File: config.mk
export PLATFORM = sky130hd
export DESIGN_NAME = alu_arbiter
export DESIGN_NICKNAME = d
export VERILOG_FILES = /design/src/rtl/alu_arbiter_pkg.sv /design/src/rtl/alu.sv /design/src/rtl/alu_arb_picker.sv /design/src/rtl/alu_arbiter.sv
export SDC_FILE = /design/constraint.sdc
export NUM_CORES = 1
export LEC_CHECK = 0
export ABC_AREA = 1
export BUFFER_PORTS_ARGS = -buffer_cell sky130_fd_sc_hd__buf_2
export CORE_MARGIN = 4
export CORE_UTILIZATION = 45
export CTS_CLUSTER_SIZE = 28
export DETAILED_ROUTE_END_ITERATION = 8
export HOLD_SLACK_MARGIN = 0.06
export PLACE_DENSITY = 0.73
export SLEW_MARGIN = 10
export SYNTH_ARGS = -nofsm -noshare
export SYNTH_HDL_FRONTEND = slang
export SYNTH_SLANG_ARGS = --single-unit
export TNS_END_PERCENT = 5
File: constraint.sdc
create_clock -name clk -period 2.8 [get_ports clk]
set_input_delay 0.14 -clock clk [delete_from_list [all_inputs] [get_ports clk]]
set_output_delay 0.14 -clock clk [all_outputs]
set_load 0.005 [all_outputs]
File: src/rtl/alu_arbiter_pkg.sv
// Shared definitions for the ALU arbiter: ALUFun codes, FSM encoding and size limits.
package alu_arbiter_pkg;

    localparam int MAX_REQ = 8;
    localparam int IDX_W   = $clog2(MAX_REQ);

    localparam logic [5:0] FUN_ADD = 6'b000000;
    localparam logic [5:0] FUN_SUB = 6'b000001;
    localparam logic [5:0] FUN_AND = 6'b011000;
    localparam logic [5:0] FUN_OR  = 6'b011110;
    localparam logic [5:0] FUN_SLL = 6'b100000;
    localparam logic [5:0] FUN_EQ  = 6'b110011;
    localparam logic [5:0] FUN_LT  = 6'b110101;

    typedef enum logic [1:0] {
        ST_IDLE = 2'd0,
        ST_EXEC = 2'd1,
        ST_RESP = 2'd2
    } arb_state_e;

endpackage

File: src/rtl/alu.sv
// Single-cycle combinational 32-bit ALU selected by a 6-bit ALUFun code.
module alu
    import alu_arbiter_pkg::*;
(
    input  logic [31:0] a,
    input  logic [31:0] b,
    input  logic [5:0]  alu_fun,
    input  logic        sign,
    output logic [31:0] z
);

    always_comb begin
        z = '0;
        case (alu_fun)
            FUN_ADD: z = a + b;
            FUN_SUB: z = a - b;
            FUN_AND: z = a & b;
            FUN_OR:  z = a | b;
            // Shift amount comes from A, the shifted value from B.
            FUN_SLL: z = b << a[4:0];
            FUN_EQ:  z = {31'd0, a == b};
            FUN_LT:  z = {31'd0, sign ? ($signed(a) < $signed(b)) : (a < b)};
            default: z = '0;
        endcase
    end

endmodule

File: src/rtl/alu_arb_picker.sv
// Grant picker: one-hot grant plus binary index. ALU_ARB_RR_EN selects round-robin
// starting at ptr; otherwise fixed priority, lowest index wins.
module alu_arb_picker
    import alu_arbiter_pkg::*;
#(
    parameter int N_REQ = 2
) (
    input  logic [N_REQ-1:0] req_valid,
`ifdef ALU_ARB_RR_EN
    input  logic [IDX_W-1:0] ptr,
`endif
    output logic [N_REQ-1:0] gnt,
    output logic [IDX_W-1:0] gnt_idx
);

    logic found;

    // NOTE: found is a blocking scratch variable; it must be assigned before use in
    // every pass, which also keeps this block free of inferred latches.
    always_comb begin
        found   = 1'b0;
        gnt_idx = '0;
        gnt     = '0;
`ifdef ALU_ARB_RR_EN
        for (int k = 0; k < N_REQ; k++) begin
            for (int i = 0; i < N_REQ; i++) begin
                if (!found && req_valid[i] && (i == (int'(ptr) + k) % N_REQ)) begin
                    found   = 1'b1;
                    gnt_idx = IDX_W'(i);
                end
            end
        end
`else
        for (int i = 0; i < N_REQ; i++) begin
            if (!found && req_valid[i]) begin
                found   = 1'b1;
                gnt_idx = IDX_W'(i);
            end
        end
`endif
        for (int i = 0; i < N_REQ; i++) begin
            gnt[i] = found && (gnt_idx == IDX_W'(i));
        end
    end

endmodule

File: src/rtl/alu_arbiter.sv
// Shares one ALU between N_REQ valid/ready requesters: IDLE -> EXEC -> RESP.
// Define ALU_ARB_RR_EN for round-robin arbitration; default is fixed priority.
module alu_arbiter
    import alu_arbiter_pkg::*;
#(
    parameter int N_REQ = 2
) (
    input  logic                  clk,
    input  logic                  reset,
    input  logic [N_REQ-1:0]      req_valid,
    output logic [N_REQ-1:0]      req_ready,
    input  logic [32*N_REQ-1:0]   req_a,
    input  logic [32*N_REQ-1:0]   req_b,
    input  logic [6*N_REQ-1:0]    req_fun,
    input  logic [N_REQ-1:0]      req_sign,
    output logic [N_REQ-1:0]      rsp_valid,
    input  logic [N_REQ-1:0]      rsp_ready,
    output logic [31:0]           rsp_z,
    output logic                  busy
);

    arb_state_e       state_q, state_d;
    logic [IDX_W-1:0] owner_q, owner_d;
    logic [31:0]      op_a_q, op_a_d;
    logic [31:0]      op_b_q, op_b_d;
    logic [5:0]       op_fun_q, op_fun_d;
    logic             op_sign_q, op_sign_d;
    logic [31:0]      rsp_z_q, rsp_z_d;
    logic [N_REQ-1:0] gnt;
    logic [IDX_W-1:0] gnt_idx;
    logic [31:0]      alu_z;
    logic             rsp_ack;
`ifdef ALU_ARB_RR_EN
    logic [IDX_W-1:0] ptr_q, ptr_d;
`endif

    alu_arb_picker #(.N_REQ(N_REQ)) u_picker (
        .req_valid (req_valid),
`ifdef ALU_ARB_RR_EN
        .ptr       (ptr_q),
`endif
        .gnt       (gnt),
        .gnt_idx   (gnt_idx)
    );

    alu u_alu (
        .a       (op_a_q),
        .b       (op_b_q),
        .alu_fun (op_fun_q),
        .sign    (op_sign_q),
        .z       (alu_z)
    );

    always_comb begin
        state_d   = state_q;
        owner_d   = owner_q;
        op_a_d    = op_a_q;
        op_b_d    = op_b_q;
        op_fun_d  = op_fun_q;
        op_sign_d = op_sign_q;
        rsp_z_d   = rsp_z_q;
`ifdef ALU_ARB_RR_EN
        ptr_d     = ptr_q;
`endif
        req_ready = '0;
        rsp_valid = '0;
        rsp_ack   = 1'b0;

        for (int i = 0; i < N_REQ; i++) begin
            if (owner_q == IDX_W'(i)) begin
                rsp_valid[i] = (state_q == ST_RESP);
                rsp_ack      = rsp_ready[i];
            end
        end

        case (state_q)
            ST_IDLE: begin
                // Reset gating keeps req_ready low while reset is held with requests pending.
                req_ready = reset ? '0 : gnt;
                if (|req_valid) begin
                    state_d = ST_EXEC;
                    owner_d = gnt_idx;
                    for (int i = 0; i < N_REQ; i++) begin
                        if (gnt_idx == IDX_W'(i)) begin
                            op_a_d    = req_a[32*i +: 32];
                            op_b_d    = req_b[32*i +: 32];
                            op_fun_d  = req_fun[6*i +: 6];
                            op_sign_d = req_sign[i];
                        end
                    end
`ifdef ALU_ARB_RR_EN
                    ptr_d = (gnt_idx == IDX_W'(N_REQ - 1)) ? '0 : gnt_idx + IDX_W'(1);
`endif
                end
            end
            ST_EXEC: begin
                rsp_z_d = alu_z;
                state_d = ST_RESP;
            end
            ST_RESP: begin
                if (rsp_ack) state_d = ST_IDLE;
            end
            default: state_d = ST_IDLE;
        endcase
    end

    // NOTE: every register here, operands included, is cleared by reset so an
    // aborted operation leaves no stale data visible on rsp_z.
    always_ff @(posedge clk or posedge reset) begin
        if (reset) begin
            state_q   <= ST_IDLE;
            owner_q   <= '0;
            op_a_q    <= '0;
            op_b_q    <= '0;
            op_fun_q  <= '0;
            op_sign_q <= 1'b0;
            rsp_z_q   <= '0;
`ifdef ALU_ARB_RR_EN
            ptr_q     <= '0;
`endif
        end else begin
            state_q   <= state_d;
            owner_q   <= owner_d;
            op_a_q    <= op_a_d;
            op_b_q    <= op_b_d;
            op_fun_q  <= op_fun_d;
            op_sign_q <= op_sign_d;
            rsp_z_q   <= rsp_z_d;
`ifdef ALU_ARB_RR_EN
            ptr_q     <= ptr_d;
`endif
        end
    end

    assign rsp_z = rsp_z_q;
    assign busy  = (state_q != ST_IDLE);

endmodule

==> results.json, run 1 <==
{
  "place_congestion": 1.002,
  "critical_path_buf_inv_count": 1,
  "tritoncts": "yes",
  "grt_pass1_vias": 14012,
  "layout_setup_ws_ns": 0.1522,
  "setup.worst_path.start": "op_b_q[18]",
  "cts_buffers": 9,
  "syn-cell-area_sq_mm": 0.01265,
  "post-route-util_pct": 53.99,
  "grt_usage_pct": 34.21,
  "ir_drop_mv": 1.407,
  "cts_buffer_depth": 2,
  "max_slew_margin_pct": 51.78,
  "cp-start-kind": "register",
  "max_freq_mhz": 377.7,
  "die_w_microns": 175.6,
  "seqPwrFrac_pct": 13.7,
  "drv_slew": 0,
  "drt_pre_antenna_iters": 8,
  "num-nets-final": 2609,
  "fin_cells": 2740,
  "ant_nets": 0,
  "p_int_mw": 7.832,
  "chipHeight_microns": 175.6,
  "cpPeakStageDelay_ns": 0.57,
  "combPwrFrac_pct": 79.8,
  "yosysWarnings": 0,
  "cts-root-buf": "clkbuf_16",
  "synth-seq-area-share_pct": 20.98,
  "cp.required_ns": 3.07,
  "routedWlPerCell_microns": 19.75,
  "place_area_sq_mm": 0.01388,
  "initial_core_util_pct": 45.52,
  "syn_to_final_growth_pct": 18.61,
  "switching_share_pct": 62.09,
  "clk_pin_slew_ns": 0.09,
  "worstPathMaxFanout": 8,
  "min_path_type": "in2reg",
  "endpoint": "rsp_z[31]",
  "h-tree-depth": 3,
  "clkSinkCount": 106,
  "arrival_ns": 2.92,
  "grt_max_degree": 145,
  "p_sw_mw": 12.83,
  "path_depth": 13,
  "drive_gt1_share_pct": 14.52,
  "portBuffers": 184,
  "synth_ff_type": "dfrtp_1",
  "gr-total-overflow": 0,
  "synthArstFlopShare_pct": 100.0,
  "p_clk_share_pct": 6.5,
  "reg2reg_depth": 13,
  "drt-total-wl_microns": 54110,
  "post_cts_buffers": 0,
  "grt_first_pass_wirelength_microns": 81410,
  "num_io_pins": 185,
  "r2r_setup_slack_ns": 0.15,
  "drt-initial-drc-count": 1640,
  "synth_edf_count": 0,
  "design_area_sq_mm": 0.01500,
  "via_per_inst": 5.497,
  "fin_crit_ns": 2.648,
  "num_rows": 61,
  "clock_skew_ns": 0.01812,
  "outcome": "finished, final reports clean",
  "crit_type": "reg2reg",
  "insertion_delay_ns": 0.37,
  "cap_violations": 0,
  "end_kind": "register",
  "yosysUniqueCellTypes": 46,
  "holdWs_ns": 0.06369,
  "netlist_instances": 2136,
  "dp_hpwl_microns": 42500,
  "dp.cells": 2644,
  "critPathSlowestCell": "ha_1",
  "core_sq_mm": 0.02778,
  "tightest_slew_ns": 0.7178,
  "syn_area_per_cell_sq_um": 5.920,
  "synth_nets": 2388,
  "setup_tns_ns": 0,
  "synth_seq_cells": 106,
  "rr_endpoint": "rsp_z[31]",
  "dr_total_vias": 15063,
  "setup_viol": 0,
  "regToRegStartpoint": "op_b_q[18]",
  "crit_chain": "inv_1 -> ha_1 -> nand2_1 -> nor2_4 -> nand2_1 -> nor4_1 -> nand2_1 -> nand2_1 -> nand2_1 -> nand3_1 -> nand3_1 -> nand2_1 -> nand2_1",
  "p_leak_nw": 8.185,
  "hold_viol": 0,
  "place_ws_ns": 0.1529,
  "crit_top_cell": "nand2_1",
  "num_antenna_cells": 0,
  "powerDensity_mw_per_mm2": 1378,
  "crit_family": "simple AND/OR/NAND/NOR gates",
  "antenna_found_initial": 0,
  "rsz0062_at_grt": "false",
  "period_share_pct": 94.56,
  "p_total_mw": 20.66,
  "drc": 0,
  "dieArea_sq_mm": 0.03085
}
-- cells in the final DEF, fill, tap and decap left out, drive strengths merged --
| cell | n |
|---|---|
| o22ai | 90 |
| xor2 | 2 |
| dlygate4sd3 | 80 |
| ha | 102 |
| nand3 | 239 |
| and3 | 3 |
| nor2 | 216 |
| clkbuf | 10 |
| or2 | 6 |
| clkinv | 10 |
| o221ai | 2 |
| nand2 | 650 |
| clkinvlp | 1 |
| o21bai | 8 |
| nor3 | 16 |
| o211ai | 34 |
| dfrtp | 106 |
| and2 | 2 |
| a21oi | 59 |
| nor4 | 4 |
| a22oi | 1 |
| o21ai | 136 |
| inv | 330 |
| nand3b | 4 |
| buf | 228 |
| a31oi | 1 |
| nand4 | 19 |
| o2111ai | 1 |
| fa | 2 |
-- flip-flops by register name, summed over array words and instances, names as in the netlist --
signal,cells
op_sign_q,1
op_fun_q,6
op_b_q,32
op_a_q,32
owner_q,1
rsp_z,32
state_q,2
-- worst min-delay path, stage by stage --
cell     delay [ns]
buf_2          0.08
nor2_1         0.03
o22ai_1        0.12
-- cells in the mapped netlist, types with 32 or more instances --
| library cell | number | area share, % |
|---|---|---|
| ha_1 | 102 | 10 |
| dfrtp_1 | 106 | 21 |
| nor2_1 | 199 | 5.9 |
| a21oi_1 | 57 | 2.3 |
| nand2_1 | 635 | 19 |
| o21ai_0 | 108 | 4.3 |
| nand3_1 | 233 | 9.2 |
| clkbuf_1 | 34 | 1.0 |
| inv_1 | 299 | 8.9 |
| o22ai_1 | 90 | 4.5 |
| buf_2 | 34 | 1.3 |
| o211ai_1 | 32 | 1.9 |
-- worst min path at each step --
stage / start / endpoint / depth (start not counted)
after global placement: reset / state_q[1] / 3
after CTS: req_a[4] / op_a_q[4] / 3
final: req_b[46] / op_b_q[14] / 3
after global routing: req_a[25] / op_a_q[25] / 3
after floorplan: req_sign[1] / op_sign_q / 2
after detailed placement: reset / owner_q[0] / 3
-- metal layers --
layer | routed length (microns) | up-vias | GRT usage, %
met1 | 24540 | 6918 | 50.64
met2 | 23000 | 768 | 52.10
met5 | 0 | - | 0
met4 | 1180 | 0 | 7.212
met3 | 5395 | 75 | 6.436
li1 | - | 7302 | -
-- power groups by stage --
stage | Sequential [mW] | Combinational, mW | Clock (mW)
floorplan | 2.70 | 11.0 | 0
global placement | 2.79 | 15.6 | 0
detailed placement | 2.84 | 15.6 | 0
CTS | 2.81 | 16.0 | 1.37
global route | 2.91 | 18.0 | 1.43
finish | 2.83 | 16.5 | 1.34
-- logic make-up after synthesis --
family	synth area share, %
simple gates	39.09
buf+inv	14.18
compound gates	15.21
flops	20.98
fa+ha+maj	10.41
xor+xnor	0.1385
-- cell type report --
| type | count | area [sq um] |
|---|---|---|
| Clock buffer | 10 | 229.0 |
| Clock inverter | 6 | 62.56 |
| Fill cell | 2999 | 12780 |
| Inverter | 335 | 1264 |
| Multi-Input combinational cell | 1597 | 8240 |
| Sequential cell | 106 | 2654 |
| Tap cell | 378 | 473.0 |
| Timing Repair Buffer | 308 | 2077 |
-- timing repair --
action / in CTS / in global routing
endpoints found under the hold margin: 164 / 0
hold buffers: 80 / 0
resized for setup: 0 / 8
setup endpoints to repair: 0 / 9
Note: power is estimated with default switching activity, not from simulation.
==> run 2, diff against run 1 <==
--- a/config.mk
+++ b/config.mk
@@ -12,7 +12,7 @@
 export CTS_CLUSTER_SIZE = 28
 export DETAILED_ROUTE_END_ITERATION = 8
 export HOLD_SLACK_MARGIN = 0.06
-export PLACE_DENSITY = 0.73
+export PLACE_DENSITY = 0.7
 export SLEW_MARGIN = 10
 export SYNTH_ARGS = -nofsm -noshare
 export SYNTH_HDL_FRONTEND = slang
==> constraint.sdc (replaced) <==
create_clock -name clk -period 3.01 [get_ports clk]
set_input_delay 0.1505 -clock clk [delete_from_list [all_inputs] [get_ports clk]]
set_output_delay 0.1505 -clock clk [all_outputs]
set_load 0.005 [all_outputs]
==> results.json, run 2 (synthesized netlist as in run 1, its figures left out) <==
{
  "fin_cells": 2707,
  "via_per_inst": 5.484,
  "drt-total-wl_microns": 52750,
  "drive_gt1_share_pct": 14.22,
  "antenna_found_initial": 2,
  "setup_viol": 0,
  "num_io_pins": 185,
  "end_kind": "register",
  "cts_buffers": 9,
  "dieArea_sq_mm": 0.03085,
  "grt_usage_pct": 33.48,
  "design_area_sq_mm": 0.01465,
  "final_common_cell": "nand2_1",
  "final.fill_count": 2942,
  "min_path_type": "in2reg",
  "syn_to_final_growth_pct": 15.86,
  "clkSinkCount": 106,
  "final_cell_mix": "635 x nand2_1, 298 x inv_1, 233 x nand3_1, 196 x nor2_1, 184 x buf_2",
  "clk_pin_slew_ns": 0.09,
  "setup_tns_ns": 0,
  "drv_slew": 0,
  "clock_skew_ns": 0.01464,
  "worstPathMaxFanout": 9,
  "cts-root-buf": "clkbuf_16",
  "powerDensity_mw_per_mm2": 1296,
  "core_sq_mm": 0.02778,
  "post_cts_buffers": 0,
  "cp-start-kind": "register",
  "num_rows": 61,
  "rsz0062_at_grt": "false",
  "drt-initial-drc-count": 1679,
  "period_share_pct": 94.72,
  "dr_total_vias": 14845,
  "place_area_sq_mm": 0.01383,
  "crit_type": "reg2reg",
  "cap_violations": 0,
  "cts_buffer_depth": 2,
  "p_total_mw": 18.99,
  "ir_drop_mv": 1.257,
  "dp_hpwl_microns": 42610,
  "insertion_delay_ns": 0.37,
  "cp.required_ns": 3.28,
  "num-nets-final": 2575,
  "holdWs_ns": 0.05455,
  "tightest_slew_ns": 0.8739,
  "post-route-util_pct": 52.74,
  "place_congestion": 0.9856,
  "gr-total-overflow": 0,
  "layout_setup_ws_ns": 0.1590,
  "ant_nets": 0,
  "die_w_microns": 175.6,
  "outcome": "finished, final reports clean",
  "drt_pre_antenna_iters": 5,
  "initial_core_util_pct": 45.52,
  "grt_pass1_vias": 13774,
  "chipHeight_microns": 175.6,
  "h-tree-depth": 3,
  "drc": 0,
  "grt_first_pass_wirelength_microns": 79880,
  "max_slew_margin_pct": 41.29,
  "fin_crit_ns": 2.851,
  "p_leak_nw": 8.029,
  "place_ws_ns": 0.2477,
  "tritoncts": "yes",
  "grt_max_degree": 145,
  "portBuffers": 184,
  "hold_viol": 0,
  "max_freq_mhz": 350.8,
  "arrival_ns": 3.12,
  "dp.cells": 2637,
  "routedWlPerCell_microns": 19.49
}
## run 2: report_power, final
group | internal (mW) | switching [mW] | total [mW]
clock | 0.586 | 0.676 | 1.26
combinational | 4.45 | 10.6 | 15.0
sequential | 2.04 | 0.650 | 2.69
## run 2: critical path, stage by stage (launching register included)
cell	delay, ns
dfrtp_1	0.55
inv_1	0.22
ha_1	0.56
nand2_2	0.13
nor2_1	0.13
nand3_1	0.11
nand2_1	0.19
nand2_1	0.10
nand2_2	0.11
nand3_1	0.10
nand2_1	0.08
nand2_1	0.04
nand3_1	0.08
nand3_1	0.19
nand2_1	0.12
nand2_1	0.05
## run 2: final cells by class
| type | instances | area [sq um] | area share, % |
|---|---|---|---|
| Tap cell | 378 | 473.0 | 3.228 |
| Antenna cell | 1 | 2.502 | 0.01708 |
| Timing Repair Buffer | 274 | 1754 | 11.97 |
| Clock buffer | 10 | 229.0 | 1.563 |
| Multi-Input combinational cell | 1597 | 8220 | 56.11 |
| Clock inverter | 6 | 57.56 | 0.3928 |
| Sequential cell | 106 | 2655 | 18.12 |
| Inverter | 335 | 1260 | 8.599 |
## run 2: path summary, 6_finish.rpt
kind,startpoint,to,depth (start not counted),slack [ns]
min in group asynchronous,reset,owner_q[0],3,0.48
hold reg to reg,rsp_z[24],rsp_z[24],2,0.47
max in group asynchronous,reset,rsp_z[15],4,1.77
setup reg to reg,op_a_q[4],rsp_z[19],15,0.16
setup / recovery,op_a_q[4],rsp_z[19],15,0.16
hold / removal,req_fun[11],op_fun_q[5],3,0.05
## run 2: metal layers
layer  track usage [%]  vias up  share of wire, %
li1                  -     7219                 -
met1             50.54     6837                46
met2             50.62      713                42
met3             4.326       74               9.2
met4             8.350        2               2.3
met5                 0        -             0.021
## run 2: what timing repair did
action                     CTS  global route
hold buffers                53             0
setup endpoints to repair    0             2
hold endpoints to repair   110             0
gates resized for setup      0             2
